File: config.mk
export PLATFORM = sky130hd
export DESIGN_NAME = sigmoid_scheduler
export DESIGN_NICKNAME = d
export VERILOG_FILES = /design/src/rtl/sigmoid_scheduler.sv
export SDC_FILE = /design/constraint.sdc
export NUM_CORES = 1
export LEC_CHECK = 0
export ABC_CLOCK_PERIOD_IN_PS = 3050
export CORE_ASPECT_RATIO = 0.7
export CORE_MARGIN = 1.5
export CORE_UTILIZATION = 45
export DETAILED_ROUTE_END_ITERATION = 8
export PLACE_DENSITY = 0.77
export SYNTH_ARGS = -nofsm -noshare
export SYNTH_HDL_FRONTEND = slang
export SYNTH_SLANG_ARGS = --single-unit
File: constraint.sdc
create_clock -name clk -period 3.05 [get_ports clk]
set_clock_uncertainty 0.05 [all_clocks]
set_input_delay 0.61 -clock clk [delete_from_list [all_inputs] [get_ports clk]]
set_output_delay 0.61 -clock clk [all_outputs]
set_load 0.05 [all_outputs]
File: src/rtl/sigmoid_scheduler.sv
// Round-robin scheduler sharing one stochastic sigmoid unit among NUM_REQ requesters.
// Optional SIGMOID_THRESH_EN adds result_bit, a binarised (count >= half window) decision.
module sigmoid_scheduler #(
  parameter int NUM_REQ    = 4,
  parameter int WINDOW     = 256,
  parameter int WARMUP_LEN = 16,
  parameter int FLUSH_LEN  = 2,
  parameter int CNT_W      = $clog2(WINDOW + 1),
  parameter int ID_W       = $clog2(NUM_REQ)
) (
  input  logic               clk,
  input  logic               rst,
  input  logic [NUM_REQ-1:0] req,
  input  logic [NUM_REQ-1:0] req_bit,
  output logic [NUM_REQ-1:0] grant,
  output logic               sig_x,
  output logic               sig_n_rst,
  input  logic               sig_y,
  output logic               busy,
  output logic               result_valid,
  input  logic               result_ready,
  output logic [CNT_W-1:0]   result_data,
  output logic [ID_W-1:0]    result_id
`ifdef SIGMOID_THRESH_EN
  ,
  output logic               result_bit
`endif
);

  localparam int MAX_LEN_A = (WINDOW > WARMUP_LEN) ? WINDOW : WARMUP_LEN;
  localparam int MAX_LEN   = (MAX_LEN_A > FLUSH_LEN) ? MAX_LEN_A : FLUSH_LEN;
  localparam int CYC_W     = $clog2(MAX_LEN + 1);
  localparam int FLUSH_LAST = FLUSH_LEN - 1;
  localparam int WARM_LAST  = (WARMUP_LEN > 0) ? WARMUP_LEN - 1 : 0;
  localparam int ACC_LAST   = WINDOW - 1;

  typedef enum logic [2:0] {
    S_IDLE   = 3'd0,
    S_FLUSH  = 3'd1,
    S_WARMUP = 3'd2,
    S_ACCUM  = 3'd3,
    S_DONE   = 3'd4
  } state_t;

  // state_q is the FSM observation point for bound checkers.
  state_t               state_q, state_d;
  logic [CYC_W-1:0]     cyc_q, cyc_d;
  logic [CNT_W-1:0]     cnt_q, cnt_d;
  logic [NUM_REQ-1:0]   grant_q, grant_d;
  logic [ID_W-1:0]      id_q, id_d;
  logic [ID_W-1:0]      ptr_q, ptr_d;

  logic                 win_found;
  logic [ID_W-1:0]      win_idx;
  logic [ID_W-1:0]      cand;
  logic [ID_W-1:0]      ptr_nxt;

  // Scan from the pointer upward with wrap; first requester found wins.
  always_comb begin
    win_found = 1'b0;
    win_idx   = '0;
    cand      = '0;
    for (int i = 0; i < NUM_REQ; i++) begin
      cand = ID_W'((int'(ptr_q) + i) % NUM_REQ);
      if (!win_found && req[cand]) begin
        win_found = 1'b1;
        win_idx   = cand;
      end
    end
    ptr_nxt = (win_idx == ID_W'(NUM_REQ - 1)) ? '0 : win_idx + ID_W'(1);
  end

`ifdef SIGMOID_THRESH_EN
  localparam int THRESH = (WINDOW + 1) / 2;
  logic bit_q, bit_d;
`endif

  always_comb begin
    state_d = state_q;
    cyc_d   = cyc_q;
    cnt_d   = cnt_q;
    grant_d = grant_q;
    id_d    = id_q;
    ptr_d   = ptr_q;
`ifdef SIGMOID_THRESH_EN
    bit_d   = bit_q;
`endif
    sig_x   = 1'b0;
    busy    = (state_q != S_IDLE);

    case (state_q)
      S_IDLE: begin
        cyc_d = '0;
        if (win_found) begin
          state_d = S_FLUSH;
          grant_d = NUM_REQ'(1) << win_idx;
          id_d    = win_idx;
          ptr_d   = ptr_nxt;
        end
      end
      S_FLUSH: begin
        cnt_d = '0;
`ifdef SIGMOID_THRESH_EN
        bit_d = 1'b0;
`endif
        if (cyc_q == CYC_W'(FLUSH_LAST)) begin
          cyc_d   = '0;
          state_d = (WARMUP_LEN == 0) ? S_ACCUM : S_WARMUP;
        end else begin
          cyc_d = cyc_q + CYC_W'(1);
        end
      end
      S_WARMUP: begin
        sig_x = req_bit[id_q];
        if (cyc_q == CYC_W'(WARM_LAST)) begin
          cyc_d   = '0;
          state_d = S_ACCUM;
        end else begin
          cyc_d = cyc_q + CYC_W'(1);
        end
      end
      S_ACCUM: begin
        sig_x = req_bit[id_q];
        if (sig_y) cnt_d = cnt_q + CNT_W'(1);
        if (cyc_q == CYC_W'(ACC_LAST)) begin
          cyc_d   = '0;
          state_d = S_DONE;
`ifdef SIGMOID_THRESH_EN
          bit_d   = (cnt_d >= CNT_W'(THRESH));
`endif
        end else begin
          cyc_d = cyc_q + CYC_W'(1);
        end
      end
      S_DONE: begin
        if (result_ready) begin
          state_d = S_IDLE;
          grant_d = '0;
        end
      end
      default: state_d = S_IDLE;
    endcase
  end

  always_ff @(posedge clk or posedge rst) begin
    if (rst) begin
      state_q <= S_IDLE;
      cyc_q   <= '0;
      cnt_q   <= '0;
      grant_q <= '0;
      id_q    <= '0;
      ptr_q   <= '0;
`ifdef SIGMOID_THRESH_EN
      bit_q   <= 1'b0;
`endif
    end else begin
      state_q <= state_d;
      cyc_q   <= cyc_d;
      cnt_q   <= cnt_d;
      grant_q <= grant_d;
      id_q    <= id_d;
      ptr_q   <= ptr_d;
`ifdef SIGMOID_THRESH_EN
      bit_q   <= bit_d;
`endif
    end
  end

  // The unit is held in reset during FLUSH and for as long as rst is high.
  assign sig_n_rst    = ~rst & (state_q != S_FLUSH);
  assign grant        = grant_q;
  assign result_valid = (state_q == S_DONE);
  assign result_data  = cnt_q;
  assign result_id    = id_q;
`ifdef SIGMOID_THRESH_EN
  assign result_bit   = bit_q;
`endif

endmodule

# ---- Yosys cells after proc, flatten, opt, wreduce, memory -nomap -nowiden
# Cells that the tools add are included.
dict set report classes {
  add_sub_neg 6
  order_cmp 5
  n_eq_ne 15
  shifts 1
  muxes 35
  bitwise_logic 2
  n_reduce_logical 16
}
# op count
set op_table {}
lappend op_table {{2-to-1 mux 9 bit} 4}
lappend op_table {{case mux 9 bit (4 select lines)} 1}
lappend op_table {{adder 9 x 1 -> 9 bit (second input constant)} 2}
lappend op_table {{case mux 9 bit (2 select lines)} 1}
lappend op_table {{< comparator 2 x 3 -> 1 bit (second input constant)} 5}
lappend op_table {{2-to-1 mux 3 bit} 5}
lappend op_table {{case mux 3 bit (5 select lines)} 1}
lappend op_table {{binary-select mux 1 bit (select 2 bit)} 5}
lappend op_table {{2-to-1 mux 1 bit} 10}
lappend op_table {{2-to-1 mux 2 bit} 5}
lappend op_table {{!= test 2 bit (second input constant)} 5}
lappend op_table {{== test 9 x 1 -> 1 bit (second input constant)} 1}
lappend op_table {{== test 9 x 4 -> 1 bit (second input constant)} 1}
lappend op_table {{== test 9 x 8 -> 1 bit (second input constant)} 1}
lappend op_table {{2-to-1 mux 4 bit} 2}
lappend op_table {{case mux 4 bit (2 select lines)} 1}
lappend op_table {{== test 3 x 2 -> 1 bit (second input constant)} 2}
lappend op_table {{AND reduction 5 bit} 1}
lappend op_table {{adder 2 x 1 -> 2 bit (second input constant)} 2}
lappend op_table {{adder 2 bit (second input constant)} 2}
lappend op_table {{AND reduction 2 bit} 2}
lappend op_table {{nonzero test 2 bit} 2}
lappend op_table {{nonzero test 4 bit} 1}
lappend op_table {{<< shifter 1 x 2 -> 4 bit (first input constant)} 1}
lappend op_table {{other kinds (13)} 17}
dict set report word_totals {
  register_bits 29
  output_inout_bits 19
  wordCells 86
}

# ---- Longest topological paths before layout
dict set report depth {
  depth_word 15
  ltp_mapped 9
}

# ---- Worst setup path after synthesis
# Ideal clock, no wire load.
dict set report synth_path {
  path_kind {flip-flop to output port}
  start {reg id_q[0], in the netlist result_id[0]}
  end {out sig_x}
  arrival_time_ns 1.687
  t_required_ns 2.390
  path_slack_ns 0.703
  path_stages_with_launch 3
  n_path_buf 0
  cell_sequence {dfrtp_1 > mux4_2 > nor2b_1}
}
dict set report synth_between {
  elab_chain_cells 3
}
# item line
set synth_rtl {}
lappend synth_rtl {{from (decl)} 50} ;# logic [ID_W-1:0] id_q, id_d;
lappend synth_rtl {{from (signal assigned)} 161} ;# id_q <= id_d;
lappend synth_rtl {{binary-select mux 1 bit (select 2 bit)} {114, 123}}
lappend synth_rtl {{2-to-1 mux 1 bit (not written as such)} {114, 123}}
lappend synth_rtl {{2-to-1 mux 1 bit} --}
lappend synth_rtl {{to (decl)} 16} ;# output logic sig_x,
# No other way between the ends. The select of a mux whose other input is x is not followed.

# ---- Final worst setup path
dict set report layout_path {
  start {reg state_q[2]}
  end {out result_valid}
}
dict set report layout_between {
  elab_chain_cells 1
}
# item line
set layout_rtl {}
lappend layout_rtl {{from (decl)} 46} ;# state_t state_q, state_d;
lappend layout_rtl {{from (signal assigned)} 157} ;# state_q <= state_d;
lappend layout_rtl {{== test 3 bit} 172} ;# assign result_valid = (state_q == S_DONE);
lappend layout_rtl {{to (decl)} 20} ;# output logic result_valid,
# No other way between the ends.

==> flow_summary.html <==
<table>
<tr><th>Metric</th><th>Value</th></tr>
<tr><th colspan="2">Placed design</th></tr>
<tr><td>Final HPWL DP</td><td>approximately 2800 um</td></tr>
<tr><td>Cell area reported after detailed placement</td><td>0.00215 mm^2</td></tr>
<tr><td>I/O Buffers</td><td>30</td></tr>
<tr><td>Routability Congestion</td><td>between 0.9 and 1</td></tr>
<tr><th colspan="2">Logic synthesis</th></tr>
<tr><td>Synth area leader</td><td>sky130_fd_sc_hd__dfrtp_1</td></tr>
<tr><td>Synth Cell Area</td><td>0.00180 mm^2</td></tr>
<tr><td>Gate Count Post-Synth</td><td>about 190</td></tr>
<tr><td>Proportion of netlist area held by the largest area contributor</td><td>0.403</td></tr>
<tr><td>Predominant post-synthesis flop cell</td><td>sky130_fd_sc_hd__dfrtp_1</td></tr>
<tr><td>Seq/Total Area, Yosys</td><td>0.403</td></tr>
<tr><td>Ys async rst share</td><td>1.00</td></tr>
<tr><td>Post-synth EDFFs</td><td>0</td></tr>
<tr><td>Average cell area after synthesis</td><td>9.58 um^2</td></tr>
<tr><td>Leading cell types by total area after synthesis</td><td>sky130_fd_sc_hd__dfrtp_1 40%, sky130_fd_sc_hd__ha_1 6.3%, sky130_fd_sc_hd__o21ai_0 4.4%, sky130_fd_sc_hd__nand2_1 4.2%, sky130_fd_sc_hd__nor2_1 2.7%</td></tr>
<tr><td>Syn Nets</td><td>209</td></tr>
<tr><td>Seq cells post-synth</td><td>29</td></tr>
<tr><td>Yosys warnings</td><td>0</td></tr>
<tr><td>Count of unique library cells instantiated by Yosys</td><td>48</td></tr>
<tr><td>Most common cell in the synthesized netlist</td><td>sky130_fd_sc_hd__dfrtp_1</td></tr>
<tr><td>Top cell types by occurrence after synthesis</td><td>29 x sky130_fd_sc_hd__dfrtp_1, 20 x sky130_fd_sc_hd__nand2_1, 16 x sky130_fd_sc_hd__o21ai_0</td></tr>
<tr><th colspan="2">STA</th></tr>
<tr><td>Post-route clock period utilization</td><td>0.897</td></tr>
<tr><td>Sum of negative setup slack</td><td>0 ns</td></tr>
<tr><td>Worst max-slew margin expressed relative to the limit</td><td>0.590</td></tr>
<tr><td>Worst Hold Slack</td><td>roughly 0.47 ns</td></tr>
<tr><td>Highest attainable clock frequency</td><td>between 300 and 400 MHz</td></tr>
<tr><td>Transition at the pin with the smallest max-transition slack</td><td>0.614 ns</td></tr>
<tr><td>Final-report max-slew violation count</td><td>0</td></tr>
<tr><td>Final hold violation count</td><td>0</td></tr>
<tr><td>Final-report setup violation count</td><td>0</td></tr>
<tr><td>Time the final worst path needs with I/O delays and setup</td><td>roughly 2.7 ns</td></tr>
<tr><td>Setup repair after global routing missed its margin</td><td>no</td></tr>
<tr><th colspan="2">GRT</th></tr>
<tr><td>Number of antenna violations at the first check in global routing</td><td>0</td></tr>
<tr><td>Overall overflow remaining after global route</td><td>0</td></tr>
<tr><td>Via count of the first global-routing pass</td><td>about 1,400</td></tr>
<tr><td>Global-route wire length before repair</td><td>between 6000 and 7000 um</td></tr>
<tr><td>Pin count of the biggest net entering global routing</td><td>30</td></tr>
<tr><td>All-layer global routing usage</td><td>0.191</td></tr>
<tr><th colspan="2">Die</th></tr>
<tr><td>Die area</td><td>about 0.0044 mm^2</td></tr>
<tr><td>Std-Cell Rows</td><td>19</td></tr>
<tr><td>Die height</td><td>about 56 um</td></tr>
<tr><td>Num ports</td><td>31</td></tr>
<tr><td>Effective utilization at floorplan</td><td>0.465</td></tr>
<tr><td>Width of the die</td><td>between 70 and 80 um</td></tr>
<tr><td>Std-Cell Core Area</td><td>0.00387 mm^2</td></tr>
<tr><th colspan="2">Setup path</th></tr>
<tr><td>Required time worst endpoint</td><td>approximately 2.4 ns</td></tr>
<tr><td>Endpoint class of the critical path</td><td>output port</td></tr>
<tr><td>Type of the setup path with the least slack</td><td>register to output port</td></tr>
<tr><td>Crit-path max FO</td><td>12</td></tr>
<tr><td>Worst setup SP type</td><td>register</td></tr>
<tr><td>Critical-path cell list</td><td>inv_1 -&gt; nor3_1 -&gt; clkdlybuf4s50_1</td></tr>
<tr><td>Delay of the slowest critical-path stage</td><td>approximately 0.83 ns</td></tr>
<tr><td>Critical path data arrival time</td><td>approximately 2.1 ns</td></tr>
<tr><td>Max stage delay cell, worst path</td><td>sky130_fd_sc_hd__clkdlybuf4s50_1</td></tr>
<tr><th colspan="2">CTS</th></tr>
<tr><td>Clock-pin transition on the worst setup and hold timing paths</td><td>roughly 0.060 ns</td></tr>
<tr><td>Clk Tree Root Cell</td><td>sky130_fd_sc_hd__clkbuf_8</td></tr>
<tr><td>TritonCTS clock tree</td><td>built</td></tr>
<tr><td>Maximum clock path buffer count</td><td>2</td></tr>
<tr><td>Resized Gates After CTS</td><td>0</td></tr>
<tr><td>Worst skew pair latency</td><td>between 0.2 and 0.3 ns</td></tr>
<tr><td>Post-CTS Setup Repair Bufs</td><td>0</td></tr>
<tr><td>Number of H-tree levels</td><td>2</td></tr>
<tr><td>TritonCTS Buffers</td><td>5</td></tr>
<tr><td>CTS Hold Bufs</td><td>0</td></tr>
<tr><td>Clock net sink count</td><td>29</td></tr>
<tr><th colspan="2">Layout</th></tr>
<tr><td>Antenna fix cells</td><td>0</td></tr>
<tr><td>Net total in the final layout</td><td>245</td></tr>
<tr><td>Final Util</td><td>0.582</td></tr>
<tr><td>Area growth, synth to finish</td><td>25.3%</td></tr>
<tr><td>Ratio of cells with drive above 1 in the final layout</td><td>0.111</td></tr>
<tr><td>Cell area after layout</td><td>~0.0023 mm^2</td></tr>
<tr><th colspan="2">Power and ir drop</th></tr>
<tr><td>Power per cell area</td><td>approximately 940 mW/mm^2</td></tr>
<tr><td>Logic gate share of total power</td><td>0.524</td></tr>
<tr><td>Max rail drop VDD</td><td>0.445 mV</td></tr>
<tr><td>Total leakage power</td><td>~0.96 nW</td></tr>
<tr><td>Switching Share</td><td>0.467</td></tr>
<tr><td>Clock power share</td><td>0.164</td></tr>
<tr><td>Sequential share of power</td><td>0.311</td></tr>
<tr><td>Net switching power of the design</td><td>slightly below 1 mW</td></tr>
<tr><td>Internal power</td><td>around 1.1 mW</td></tr>
<tr><td>Final total power</td><td>around 2.1 mW</td></tr>
<tr><th colspan="2">Route</th></tr>
<tr><td>Number of routed nets with antenna violations</td><td>0</td></tr>
<tr><td>Detailed-route wire length</td><td>3800 um</td></tr>
<tr><td>Initial DRC count</td><td>between 90 and 100</td></tr>
<tr><td>Number of remaining DRC errors</td><td>0</td></tr>
<tr><td>Vias per cell</td><td>5.49</td></tr>
<tr><td>Detailed Routing Iterations Pass 1</td><td>4</td></tr>
<tr><td>Total number of vias</td><td>approximately 1,500</td></tr>
<tr><td>Wire length per cell</td><td>13.7 um</td></tr>
<tr><th colspan="2">Run</th></tr>
<tr><td>Maximum capacitance violations</td><td>0</td></tr>
<tr><th colspan="2">Run status</th></tr>
<tr><td>Status</td><td>completed</td></tr>
<tr><th colspan="2">Worst hold path</th></tr>
<tr><td>Min-Delay Path Class</td><td>register to register</td></tr>
</table>
-- power groups by stage --
| stage | Sequential [mW] | Combinational, mW | Clock (mW) |
|---|---|---|---|
| finish | 0.659 | 1.11 | 0.347 |
| detailed placement | 0.662 | 1.11 | 0 |
| global route | 0.686 | 1.20 | 0.380 |
| floorplan | 0.801 | 0.671 | 0 |
| CTS | 0.659 | 1.12 | 0.356 |
| global placement | 0.660 | 1.09 | 0 |
-- state kept, by name, indices dropped and copies added, names as in the netlist --
signal and flops:
result_id 2, ptr_q 2, grant 4, cyc_q 9, state_q 3, result_data 9
-- worst paths after layout --
path / slack [ns] / from / cells past startpoint / end
max: 0.31 / state_q[2] / 3 / result_valid
min: 0.47 / grant[0] / 2 / grant[0]
max reg2reg: 0.63 / cyc_q[0] / 9 / cyc_q[3]
min reg2reg: 0.47 / grant[0] / 2 / grant[0]
max in group asynchronous: 2.00 / rst / 3 / result_data[4]
min in group asynchronous: 0.68 / rst / 3 / result_data[0]
-- critical path, delay by kind of cell (launching register included) --
kind,cells,cell delay [ns]
buffers and inverters,2,1.01
flip-flops,1,0.54
AND/OR/NAND/NOR,1,0.24
-- cells by family (layout without fill, tap and decap cells) --
kind of cell,after synthesis,in the layout,synth area share
adders and majority gates,9,9,0.0625
DFF,29,29,0.403
muxes,7,7,0.0473
and+or+nand+nor,72,72,0.234
xor gates and xnor gates,3,3,0.0146
buffers and inverters,17,54,0.0466
AOI/OAI and AO/OA,51,51,0.192
-- stage by stage --
step                      cells  setup WS, ns
after detailed placement    269         0.455
after CTS                   277         0.293
after floorplan             188         0.703
after global placement      269         0.460
final                       277         0.313
after global routing        277         0.197
-- per-layer routing --
metal,up-vias,track usage,share of wire
met5,-,0,0
met4,0,0.0944,0.0071
met3,2,0.0459,0.055
met2,41,0.273,0.45
met1,718,0.268,0.49
li1,761,-,-
-- cell usage in the layout, fill, tap and decap left out, types with 2 or more instances in the layout --
cell type	synthesis	final
sky130_fd_sc_hd__a31o_2	2	2
sky130_fd_sc_hd__nand3_1	4	4
sky130_fd_sc_hd__a22oi_1	4	4
sky130_fd_sc_hd__nor4_4	2	2
sky130_fd_sc_hd__mux2_1	2	2
sky130_fd_sc_hd__nor2b_1	4	4
sky130_fd_sc_hd__ha_1	9	9
sky130_fd_sc_hd__a22o_1	3	3
sky130_fd_sc_hd__nand2b_1	6	6
sky130_fd_sc_hd__o31ai_1	4	4
sky130_fd_sc_hd__xor2_1	2	2
sky130_fd_sc_hd__dfrtp_1	29	29
sky130_fd_sc_hd__a21oi_1	9	9
sky130_fd_sc_hd__clkdlybuf4s50_1	0	29
sky130_fd_sc_hd__nor3_1	8	8
sky130_fd_sc_hd__mux2i_1	4	4
sky130_fd_sc_hd__or3_1	4	4
sky130_fd_sc_hd__nor2_1	13	13
sky130_fd_sc_hd__a31oi_1	2	2
sky130_fd_sc_hd__buf_4	0	5
sky130_fd_sc_hd__nand2_1	20	20
sky130_fd_sc_hd__clkbuf_8	1	7
sky130_fd_sc_hd__inv_1	12	12
sky130_fd_sc_hd__o21ai_0	16	16
sky130_fd_sc_hd__o22ai_1	2	2
-- layout make-up --
type,instances,area (um^2)
fillers,332,1620
multi-input cells,142,991
flip-flops and latches,29,726
repair buffers,34,328
clock buffers,7,96.3
well taps,52,65.1
inverters,12,45.0
clock inverters,1,5.00
Power figures use the tool's default switching activity.
